<file path="config.mk">
export PLATFORM = sky130hd
export DESIGN_NAME = cam_seq
export DESIGN_NICKNAME = d
export VERILOG_FILES = /design/src/rtl/cam_pkg.sv /design/src/rtl/cam_seq_stats.sv /design/src/rtl/cam_seq.sv
export SDC_FILE = /design/constraint.sdc
export NUM_CORES = 1
export LEC_CHECK = 0
export ABC_AREA = 1
export CORE_AREA = 2 2 58 60
export DETAILED_ROUTE_END_ITERATION = 12
export DIE_AREA = 0 0 60 62
export HOLD_SLACK_MARGIN = 0.02
export PLACE_DENSITY = 0.81
export SETUP_SLACK_MARGIN = 0.3
export SLEW_MARGIN = 20
export SYNTH_ARGS = -nofsm -noshare
export SYNTH_HDL_FRONTEND = slang
export SYNTH_SLANG_ARGS = --single-unit
export TNS_END_PERCENT = 20
</file>
<file path="constraint.sdc">
create_clock -name clk -period 3.65 [get_ports clk]
set_clock_uncertainty 0.2 [all_clocks]
set_input_delay 0.9125 -clock clk [delete_from_list [all_inputs] [get_ports clk]]
set_output_delay 0.9125 -clock clk [all_outputs]
set_load 0.05 [all_outputs]
</file>
<file path="src/rtl/cam_pkg.sv">
// Shared definitions for the CAM request sequencer: op encoding, FSM states,
// default geometry and the reserved key.
package cam_pkg;

  localparam int CAM_NB_MEM = 16;
  localparam int CAM_DATA_W = 8;
  localparam int CAM_IDX_W  = 5;

  localparam logic OP_LOOKUP = 1'b0;
  localparam logic OP_INSERT = 1'b1;

  // Key 0 matches every cleared CAM slot, so it can never be stored or found.
  localparam logic [CAM_DATA_W-1:0] RESERVED_KEY = '0;

  typedef enum logic [2:0] {
    S_IDLE,
    S_LOOK,
    S_EVAL,
    S_WRITE,
    S_RESP
  } state_t;

endpackage

</file>
<file path="src/rtl/cam_seq_stats.sv">
// Saturating 16-bit event counters for the sequencer (hits, misses, insert
// errors). Only instantiated when CAM_SEQ_STATS_EN is defined.
module cam_seq_stats #(
  parameter int NUM_CNT = 3
) (
  input  logic                     clk,
  input  logic                     rst_n,
  input  logic [NUM_CNT-1:0]       inc,
  output logic [NUM_CNT-1:0][15:0] cnt
);

  for (genvar g = 0; g < NUM_CNT; g++) begin : g_cnt
    // One counter per event; holds at all-ones instead of wrapping.
    always_ff @(posedge clk) begin
      if (!rst_n)
        cnt[g] <= '0;
      else if (inc[g] && (cnt[g] != 16'hFFFF))
        cnt[g] <= cnt[g] + 16'd1;
    end
  end

endmodule

</file>
<file path="src/rtl/cam_seq.sv">
// Request sequencer in front of a 16-entry CAM: turns lookup/insert commands
// into CAM enable/write pulses, owns slot allocation and returns one response
// per command. Optional statistics counters: define CAM_SEQ_STATS_EN.
module cam_seq
  import cam_pkg::*;
#(
  parameter int NB_MEM = CAM_NB_MEM,
  parameter int DATA_W = CAM_DATA_W,
  parameter int IDX_W  = CAM_IDX_W
) (
  input  logic              clk,
  input  logic              rst_n,
  input  logic              req_valid,
  output logic              req_ready,
  input  logic              req_op,
  input  logic [DATA_W-1:0] req_data,
  output logic              rsp_valid,
  input  logic              rsp_ready,
  output logic              rsp_hit,
  output logic [IDX_W-1:0]  rsp_idx,
  output logic              rsp_err,
  output logic              cam_enable,
  output logic              cam_write,
  output logic [IDX_W-1:0]  cam_addr,
  output logic [DATA_W-1:0] cam_data,
  input  logic [IDX_W-1:0]  cam_out,
  input  logic              cam_found
`ifdef CAM_SEQ_STATS_EN
  ,
  output logic [15:0]       stat_hits,
  output logic [15:0]       stat_misses,
  output logic [15:0]       stat_full
`endif
);

  // Fill pointer spans 0..NB_MEM inclusive so "full" is its own value.
  localparam int FILL_W = $clog2(NB_MEM + 1);
  localparam logic [FILL_W-1:0] FILL_MAX = FILL_W'(NB_MEM);

  state_t             state, state_nxt;
  logic               op;
  logic [DATA_W-1:0]  key;
  logic [FILL_W-1:0]  fill;

  logic               accept, reserved;
  logic               en_nxt, wr_nxt, rv_nxt, hit_nxt, err_nxt;
  logic [IDX_W-1:0]   addr_nxt, idx_nxt;
  logic [DATA_W-1:0]  data_nxt;

  assign req_ready = (state == S_IDLE);
  assign accept    = req_ready && req_valid;
  assign reserved  = (req_op == OP_INSERT) && (req_data == RESERVED_KEY);

  // State register.
  always_ff @(posedge clk) begin
    if (!rst_n) state <= S_IDLE;
    else        state <= state_nxt;
  end

  // Next-state decode; a miss on insert goes to WRITE only while slots remain.
  always_comb begin
    state_nxt = state;
    case (state)
      S_IDLE:  if (req_valid) state_nxt = reserved ? S_RESP : S_LOOK;
      S_LOOK:  state_nxt = S_EVAL;
      S_EVAL:  state_nxt = ((op == OP_LOOKUP) || cam_found || (fill == FILL_MAX))
                           ? S_RESP : S_WRITE;
      S_WRITE: state_nxt = S_RESP;
      S_RESP:  if (rsp_ready) state_nxt = S_IDLE;
      default: state_nxt = S_IDLE;
    endcase
  end

  // Next values of the registered outputs; CAM strobes are single-cycle pulses.
  always_comb begin
    en_nxt   = 1'b0;
    wr_nxt   = 1'b0;
    addr_nxt = cam_addr;
    data_nxt = cam_data;
    rv_nxt   = rsp_valid;
    hit_nxt  = rsp_hit;
    idx_nxt  = rsp_idx;
    err_nxt  = rsp_err;
    case (state)
      S_IDLE: begin
        if (req_valid) begin
          data_nxt = req_data;
          if (reserved) begin
            rv_nxt  = 1'b1;
            hit_nxt = 1'b0;
            idx_nxt = '0;
            err_nxt = 1'b1;
          end else begin
            en_nxt = 1'b1;
          end
        end
      end
      S_EVAL: begin
        if (op == OP_LOOKUP) begin
          // Key 0 would match every empty slot, so it always reports a miss.
          rv_nxt  = 1'b1;
          hit_nxt = cam_found && (key != RESERVED_KEY);
          idx_nxt = hit_nxt ? cam_out : '0;
          err_nxt = 1'b0;
        end else if (cam_found) begin
          rv_nxt  = 1'b1;
          hit_nxt = 1'b1;
          idx_nxt = cam_out;
          err_nxt = 1'b0;
        end else if (fill == FILL_MAX) begin
          rv_nxt  = 1'b1;
          hit_nxt = 1'b0;
          idx_nxt = '0;
          err_nxt = 1'b1;
        end else begin
          wr_nxt   = 1'b1;
          addr_nxt = IDX_W'(fill);
        end
      end
      S_WRITE: begin
        rv_nxt  = 1'b1;
        hit_nxt = 1'b0;
        idx_nxt = IDX_W'(fill);
        err_nxt = 1'b0;
      end
      S_RESP: if (rsp_ready) rv_nxt = 1'b0;
      default: ;
    endcase
  end

  // Output registers, command latches and the saturating fill pointer.
  always_ff @(posedge clk) begin
    if (!rst_n) begin
      op         <= OP_LOOKUP;
      key        <= '0;
      fill       <= '0;
      cam_enable <= 1'b0;
      cam_write  <= 1'b0;
      cam_addr   <= '0;
      cam_data   <= '0;
      rsp_valid  <= 1'b0;
      rsp_hit    <= 1'b0;
      rsp_idx    <= '0;
      rsp_err    <= 1'b0;
    end else begin
      if (accept) begin
        op  <= req_op;
        key <= req_data;
      end
      if ((state == S_WRITE) && (fill != FILL_MAX))
        fill <= fill + 1'b1;
      cam_enable <= en_nxt;
      cam_write  <= wr_nxt;
      cam_addr   <= addr_nxt;
      cam_data   <= data_nxt;
      rsp_valid  <= rv_nxt;
      rsp_hit    <= hit_nxt;
      rsp_idx    <= idx_nxt;
      rsp_err    <= err_nxt;
    end
  end

`ifdef CAM_SEQ_STATS_EN
  logic             rsp_hs;
  logic [2:0]       stat_inc;
  logic [2:0][15:0] stat_cnt;

  assign rsp_hs   = rsp_valid && rsp_ready;
  assign stat_inc = {rsp_hs && (op == OP_INSERT) && rsp_err,
                     rsp_hs && (op == OP_LOOKUP) && !rsp_hit,
                     rsp_hs && (op == OP_LOOKUP) && rsp_hit};

  cam_seq_stats #(.NUM_CNT(3)) u_stats (
    .clk   (clk),
    .rst_n (rst_n),
    .inc   (stat_inc),
    .cnt   (stat_cnt)
  );

  assign stat_hits   = stat_cnt[0];
  assign stat_misses = stat_cnt[1];
  assign stat_full   = stat_cnt[2];
`endif

endmodule

</file>
==> flow_metrics.env <==
export IMPL_antenna_cells=0
export IMPL_die_h_um=62
export IMPL_clk_pin_slew_ns=0.10
export IMPL_detail_route_first_pass_iterations=4
export IMPL_worstPathCellList="nor3_4, clkdlybuf4s50_1"
export IMPL_yosys_area_top_type="dfxtp_1"
export IMPL_hold_viol=0
export IMPL_power_density_nw_per_um2=643
export IMPL_numCtsBuffers=5
export IMPL_routedWlPerCell_um=11.2
export IMPL_worstPathRequired_ns=2.54
export IMPL_cp_num_buf_inv=1
export IMPL_cts_buffer_depth=2
export IMPL_coreArea_um2=3180
export IMPL_slowest_stage="clkdlybuf4s50_1"
export IMPL_cp_slowest_stage_delay_ns=0.89
export IMPL_synth_fp_nets=221
export IMPL_p_seq_frac=0.355
export IMPL_syn_to_final_growth_pct=35.1
export IMPL_cellLeakagePower_nw=0.809
export IMPL_ys_seq_area_frac=0.433
export IMPL_drt_iter0_drc=36
export IMPL_drtAntennaViolNets=0
export IMPL_hp_class="register to register"
export IMPL_synth_cells=200
export IMPL_r2r_cells=7
export IMPL_route_vias_total=1393
export IMPL_regArea_um2=641
export IMPL_fin_area_um2=2000
export IMPL_dp_cells=283
export IMPL_reg2reg_slack_ns=2.00
export IMPL_period_share=0.867
export IMPL_irDropWorstVdd_v=0.000350
export IMPL_n_fill_cell=288
export IMPL_rsz0062_at_grt="no"
export IMPL_path_max_fanout=10
export IMPL_drc_errors=0
export IMPL_setup_viol=0
export IMPL_hpwl_um=2430
export IMPL_multi_input_area_um2=712
export IMPL_ys_types=25
export IMPL_placed_area_um2=1940
export IMPL_synth_area_um2=1480
export IMPL_max_cap_violations=0
export IMPL_synth_area_top_cells="dfxtp_1, nand2_1, a21oi_1, nand3_1, inv_1"
export IMPL_slew_viol_final=0
export IMPL_initial_core_util=0.466
export IMPL_crit_arrival_ns=2.05
export IMPL_grt_pass1_wl_um=5190
export IMPL_rows=21
export IMPL_p_int_mw=0.697
export IMPL_drive_above_1_share=0.102
export IMPL_postRouteWirelength_um=3250
export IMPL_root_buffer="clkbuf_4"
export IMPL_startpoint_type="register"
export IMPL_cpLargestDelayFamily="buffers and inverters"
export IMPL_hold_path_end="rsp_err$_SDFFE_PN0P_"
export IMPL_layout_cells_non_filler=291
export IMPL_p_sw_frac=0.458
export IMPL_gp_congestion=0.850
export IMPL_htree_levels=2
export IMPL_power_switching_mw=0.589
export IMPL_hold_buffers=0
export IMPL_reg2reg_from="fill[0]$_SDFFE_PN0P_"
export IMPL_top_level_ports=43
export IMPL_clock_sinks=32
export IMPL_worst_r2r_endpoint="cam_addr[4]$_SDFFE_PN0P_"
export IMPL_cts_tree="yes"
export IMPL_antenna_found_initial=0
export IMPL_outcome="finished clean"
export IMPL_clk_latency_ns=0.35
export IMPL_cts_resized=0
export IMPL_fin_nets=265
export IMPL_slew_limit_headroom=0.547
export IMPL_gr_total_overflow=0
export IMPL_grt_max_degree=23
export IMPL_grt_usage=0.194
export IMPL_fin_total_pwr_mw=1.29
export IMPL_grt_pass1_vias=1188
export IMPL_post_cts_setup_buffers=0
export IMPL_crit_path_end_kind="output port"
export IMPL_synth_seq_cells=32
export IMPL_finalCriticalPeriod_ns=3.17
export IMPL_holdPathStages=2
export IMPL_setup_worst_path_class="register to output port"
export IMPL_port_buffers=42
export IMPL_synth_top_area_frac=0.433
export IMPL_max_freq_mhz=316
export IMPL_die_area_um2=3720
export IMPL_yosys_warnings=0
export IMPL_viasPerCell=4.79
export IMPL_worst_pin_slew_ns=0.678
export IMPL_hold_start="rsp_err$_SDFFE_PN0P_"
export IMPL_combPwrFrac=0.476
export IMPL_syn_area_per_cell_um2=7.40
export IMPL_power_share_clock=0.168
export IMPL_die_width_um=60
export IMPL_setup_tns_ns=0
[worst reg2reg max path, delay by kind of cell (launching register included)]
kind                     cells  cell delay, ns
AND/OR/NAND/NOR              4            0.44
flip-flops                   1            0.40
adder cells (fa/ha/maj)      1            0.22
AO/OA/AOI/OAI                1            0.18
buffers and inverters        1            0.11
[through the flow]
step	hold slack, ns	setup WS [ns]	utilization
after floorplan	0.266	1.53	-
after global placement	0.237	0.893	0.610
after detailed placement	0.244	0.869	0.610
after CTS	0.258	0.472	0.629
after global routing	0.285	0.415	0.629
final	0.256	0.484	0.629
[cell type report]
class	count	share of cell area
well taps	46	0.0288
multi-input cells	135	0.356
repair buffers	42	0.210
flip-flops and latches	32	0.320
clock inverters	2	0.00501
inverters	28	0.0538
clock buffers	6	0.0257
[synthesized netlist by cell type (all sizes together)]
| cell | n |
|---|---|
| nor3 | 2 |
| clkbuf | 4 |
| ha | 2 |
| o21ai | 7 |
| xor2 | 1 |
| inv | 28 |
| nor2 | 18 |
| nand2 | 52 |
| a21oi | 28 |
| dfxtp | 32 |
| nand3 | 21 |
| nand4 | 2 |
| a211oi | 2 |
| buf | 1 |
[how the worst max path moves through the flow]
stage	to	slack (ns)	depth (start not counted)	start
6_report	req_ready	0.48	2	state[0]$_SDFFE_PN0P_
5_1_grt	req_ready	0.42	2	state[0]$_SDFFE_PN0P_
4_1_cts	req_ready	0.47	2	state[0]$_SDFFE_PN0P_
3_5_place_dp	req_ready	0.87	2	state[0]$_SDFFE_PN0P_
3_3_place_gp	req_ready	0.89	2	state[0]$_SDFFE_PN0P_
2_1_floorplan	req_ready	1.53	1	state[0]$_SDFFE_PN0P_
[layout by cell type (no fill, tap or decap), drive strengths merged, types with 6 or more instances in the layout]
cell,n
nand3,21
clkbuf,6
nor2,18
clkdlybuf4s50,42
nand2,52
dfxtp,32
o21ai,7
a21oi,28
inv,28
[layer usage]
layer / track usage / vias to the layer above / part of all wire
met2: 0.297 / 32 / 0.47
li1: - / 737 / -
met3: 0.0683 / 6 / 0.051
met1: 0.244 / 618 / 0.47
met4: 0.0952 / 0 / 0.013
met5: 0 / - / 0
[cell families (layout without fill, tap and decap cells)]
group,after synthesis,count (layout),synth area share
adder cells (fa/ha/maj),2,2,0.0169
flip-flops,32,32,0.433
XOR/XNOR,1,1,0.00592
AND/OR/NAND/NOR,95,95,0.327
AO/OA/AOI/OAI,37,37,0.131
buffers and inverters,33,78,0.0862
[flip-flops by register name, summed over array words and instances, names as in the netlist]
register / cells
cam_enable: 1
cam_addr: 5
cam_write: 1
rsp_idx: 5
fill: 5
rsp_hit: 1
rsp_valid: 1
rsp_err: 1
op: 1
state: 3
cam_data: 8
[power groups by stage]
| stage | registers (mW) | clock network (mW) | logic [mW] |
|---|---|---|---|
| 6_report | 0.457 | 0.217 | 0.613 |
| 5_1_grt | 0.464 | 0.237 | 0.661 |
| 4_1_cts | 0.456 | 0.221 | 0.615 |
| 3_5_place_dp | 0.465 | 0 | 0.613 |
| 3_3_place_gp | 0.461 | 0 | 0.607 |
| 2_1_floorplan | 0.596 | 0 | 0.307 |
(Power assumes the default switching activity.)
==> edit, RTL diff (same settings) <==
Change the package constant `CAM_DATA_W` from 8 to 9.
--- a/src/rtl/cam_pkg.sv
+++ b/src/rtl/cam_pkg.sv
@@ -3,7 +3,7 @@
 package cam_pkg;
 
   localparam int CAM_NB_MEM = 16;
-  localparam int CAM_DATA_W = 8;
+  localparam int CAM_DATA_W = 9;
   localparam int CAM_IDX_W  = 5;
 
   localparam logic OP_LOOKUP = 1'b0;
Interface: changed (resized cam_data and req_data); port bits go from 43 to 45. No check against the original RTL was run, so the function may have changed too.
==> edit against the unedited design <==
Core utilization is 1.3 points higher. Wire length is 1.7% higher. Die area stayed put. Critical path depth is 2 higher. Via count is 2.2% lower. Cell area is 2.0% higher. Power is 5.9% higher. Synthesized area is 0.42% higher. Non-clock buffer count is 3 higher. Sequential cell count is 1 higher. Combinational power is 7.5% higher. Synthesized cell count is 0.50% lower. Worst setup slack better by 61 ps. Critical endpoint unchanged.
==> edit: results (changes against the unedited design) <==
Outcome
  • Outcome: finished clean (unchanged)

Logic synthesis
  • Post-Synth XOR/XNOR Area: 0.589% (was 0.592%)
  • Syn Nets: 221 (unchanged)
  • Post-synth top cells: nand2_1, dfxtp_1, a21oi_1 (unchanged)
  • Ranking of synthesized cells by area: dfxtp_1, nand2_1, a21oi_1 (unchanged)
  • Register area share after synthesis: 44.4% (was 43.3%)
  • Post-synthesis compound-gate area fraction: 15.7% (was 13.1%)
  • Adder-Cell Fraction of Synth Area: 1.68% (was 1.69%)

Place
  • Number of I/O port buffers: 44 (was 42)
  • Post-detail-place hpwl: 2410 um (was 2430 um)
  • Dpl ws: 915 ps (was 869 ps)
  • Routability cong.: 0.804 (was 0.850)

Critical path
  • Worst-path fanout max: 6 (was 10)
  • Reg-to-reg critical path endpoint: fill[3]$_SDFFE_PN0P_ (was cam_addr[4]$_SDFFE_PN0P_)
  • R2R setup slack: 1940 ps (was 2000 ps)
  • Worst EP arrival: 1990 ps (was 2050 ps)
  • R2R depth: 9 (was 7)

Detailed routing
  • Vias: 1362 (was 1393)
  • Routed Wire Length: 3310 um (was 3250 um)
  • Initial detailed-routing violation count: 67 (was 36)

Power
  • Static leakage: 0.834 nW (was 0.809 nW)
  • Max VDD drop: 0.355 mV (was 0.350 mV)

Finish
  • Max reg flops: 9 (was 8)
  • Layout Nets: 269 (was 265)
  • Share of cells above drive strength 1: 10.5% (was 10.2%)
  • Fillers: 285 (was 288)
  • Largest reg by FF count: cam_data (unchanged)

Global routing
  • All-layer global routing usage: 19.8% (was 19.4%)
  • First-pass GRT wire length: 5380 um (was 5190 um)
  • Largest net degree at the start of global routing: 21 (was 23)
  • Vias in the first global route: 1224 (was 1188)

Clock network
  • Skew-Pair Late Insertion Delay: 330 ps (was 350 ps)
  • Clock root buffer: clkbuf_4 (unchanged)

Worst hold path
  • Worst Hold Class: reg -> reg (unchanged)

Timing
  • Worst relative slew slack: 55.7% (was 54.7%)
-- edit: worst max-delay path by stage --
| stage | depth (start not counted) | start | slack [ps] | end |
|---|---|---|---|---|
| after floorplan | 3 | state[0]$_SDFFE_PN0P_ | 1690 | req_ready |
| after global placement | 4 | state[0]$_SDFFE_PN0P_ | 980 | req_ready |
| after detailed placement | 4 | state[0]$_SDFFE_PN0P_ | 920 | req_ready |
| after CTS | 4 | state[0]$_SDFFE_PN0P_ | 540 | req_ready |
| after global routing | 4 | state[0]$_SDFFE_PN0P_ | 420 | req_ready |
| final | 4 | state[0]$_SDFFE_PN0P_ | 540 | req_ready |
-- edit: critical path, stage by stage, from the launching register on --
cell	delay [ps]
dfxtp_1	350
nor2_1	230
nand2_1	130
inv_2	130
clkdlybuf4s50_1	820
-- edit: layer usage --
layer | track usage (%) | routed length, um
met1 | 25.6 | 1600
met2 | 31.2 | 1540
met3 | 6.21 | 117
met4 | 7.30 | 53
met5 | 0 | 0
-- edit: cells by family after synthesis --
logic type | after synthesis
AND/OR/NAND/NOR | 87
XOR/XNOR | 1
buffers and inverters | 33
flip-flops | 33
adder cells (fa/ha/maj) | 2
AO/OA/AOI/OAI | 43
-- edit: area by class of cell --
cell class	instances	area share [%]
clock buffer	7	3.19
inverter	29	5.34
multi-input combinational	133	34.0
clock inverter	1	0.245
sequential	33	32.4
tap	46	2.82
timing repair buffer	45	22.0
-- edit: power breakdown --
part | switching [mW] | total (mW) | internal [mW]
Combinational | 0.446 | 0.659 | 0.213
Sequential | 0.0466 | 0.472 | 0.425
Clock | 0.119 | 0.231 | 0.112
-- edit: per-stage QoR --
| step | cells | utilization (%) | hold WS (ps) | instance area, um^2 | power, mW |
|---|---|---|---|---|---|
| detailed placement | 286 | 61.9 | 240 | 1970 | 1.14 |
| finish | 294 | 64.1 | 250 | 2040 | 1.36 |
| global route | 294 | 64.1 | 278 | 2040 | 1.45 |
| CTS | 294 | 64.1 | 254 | 2040 | 1.37 |
| global placement | 286 | 61.9 | 236 | 1970 | 1.13 |
| floorplan | 199 | - | 252 | 1490 | 0.953 |
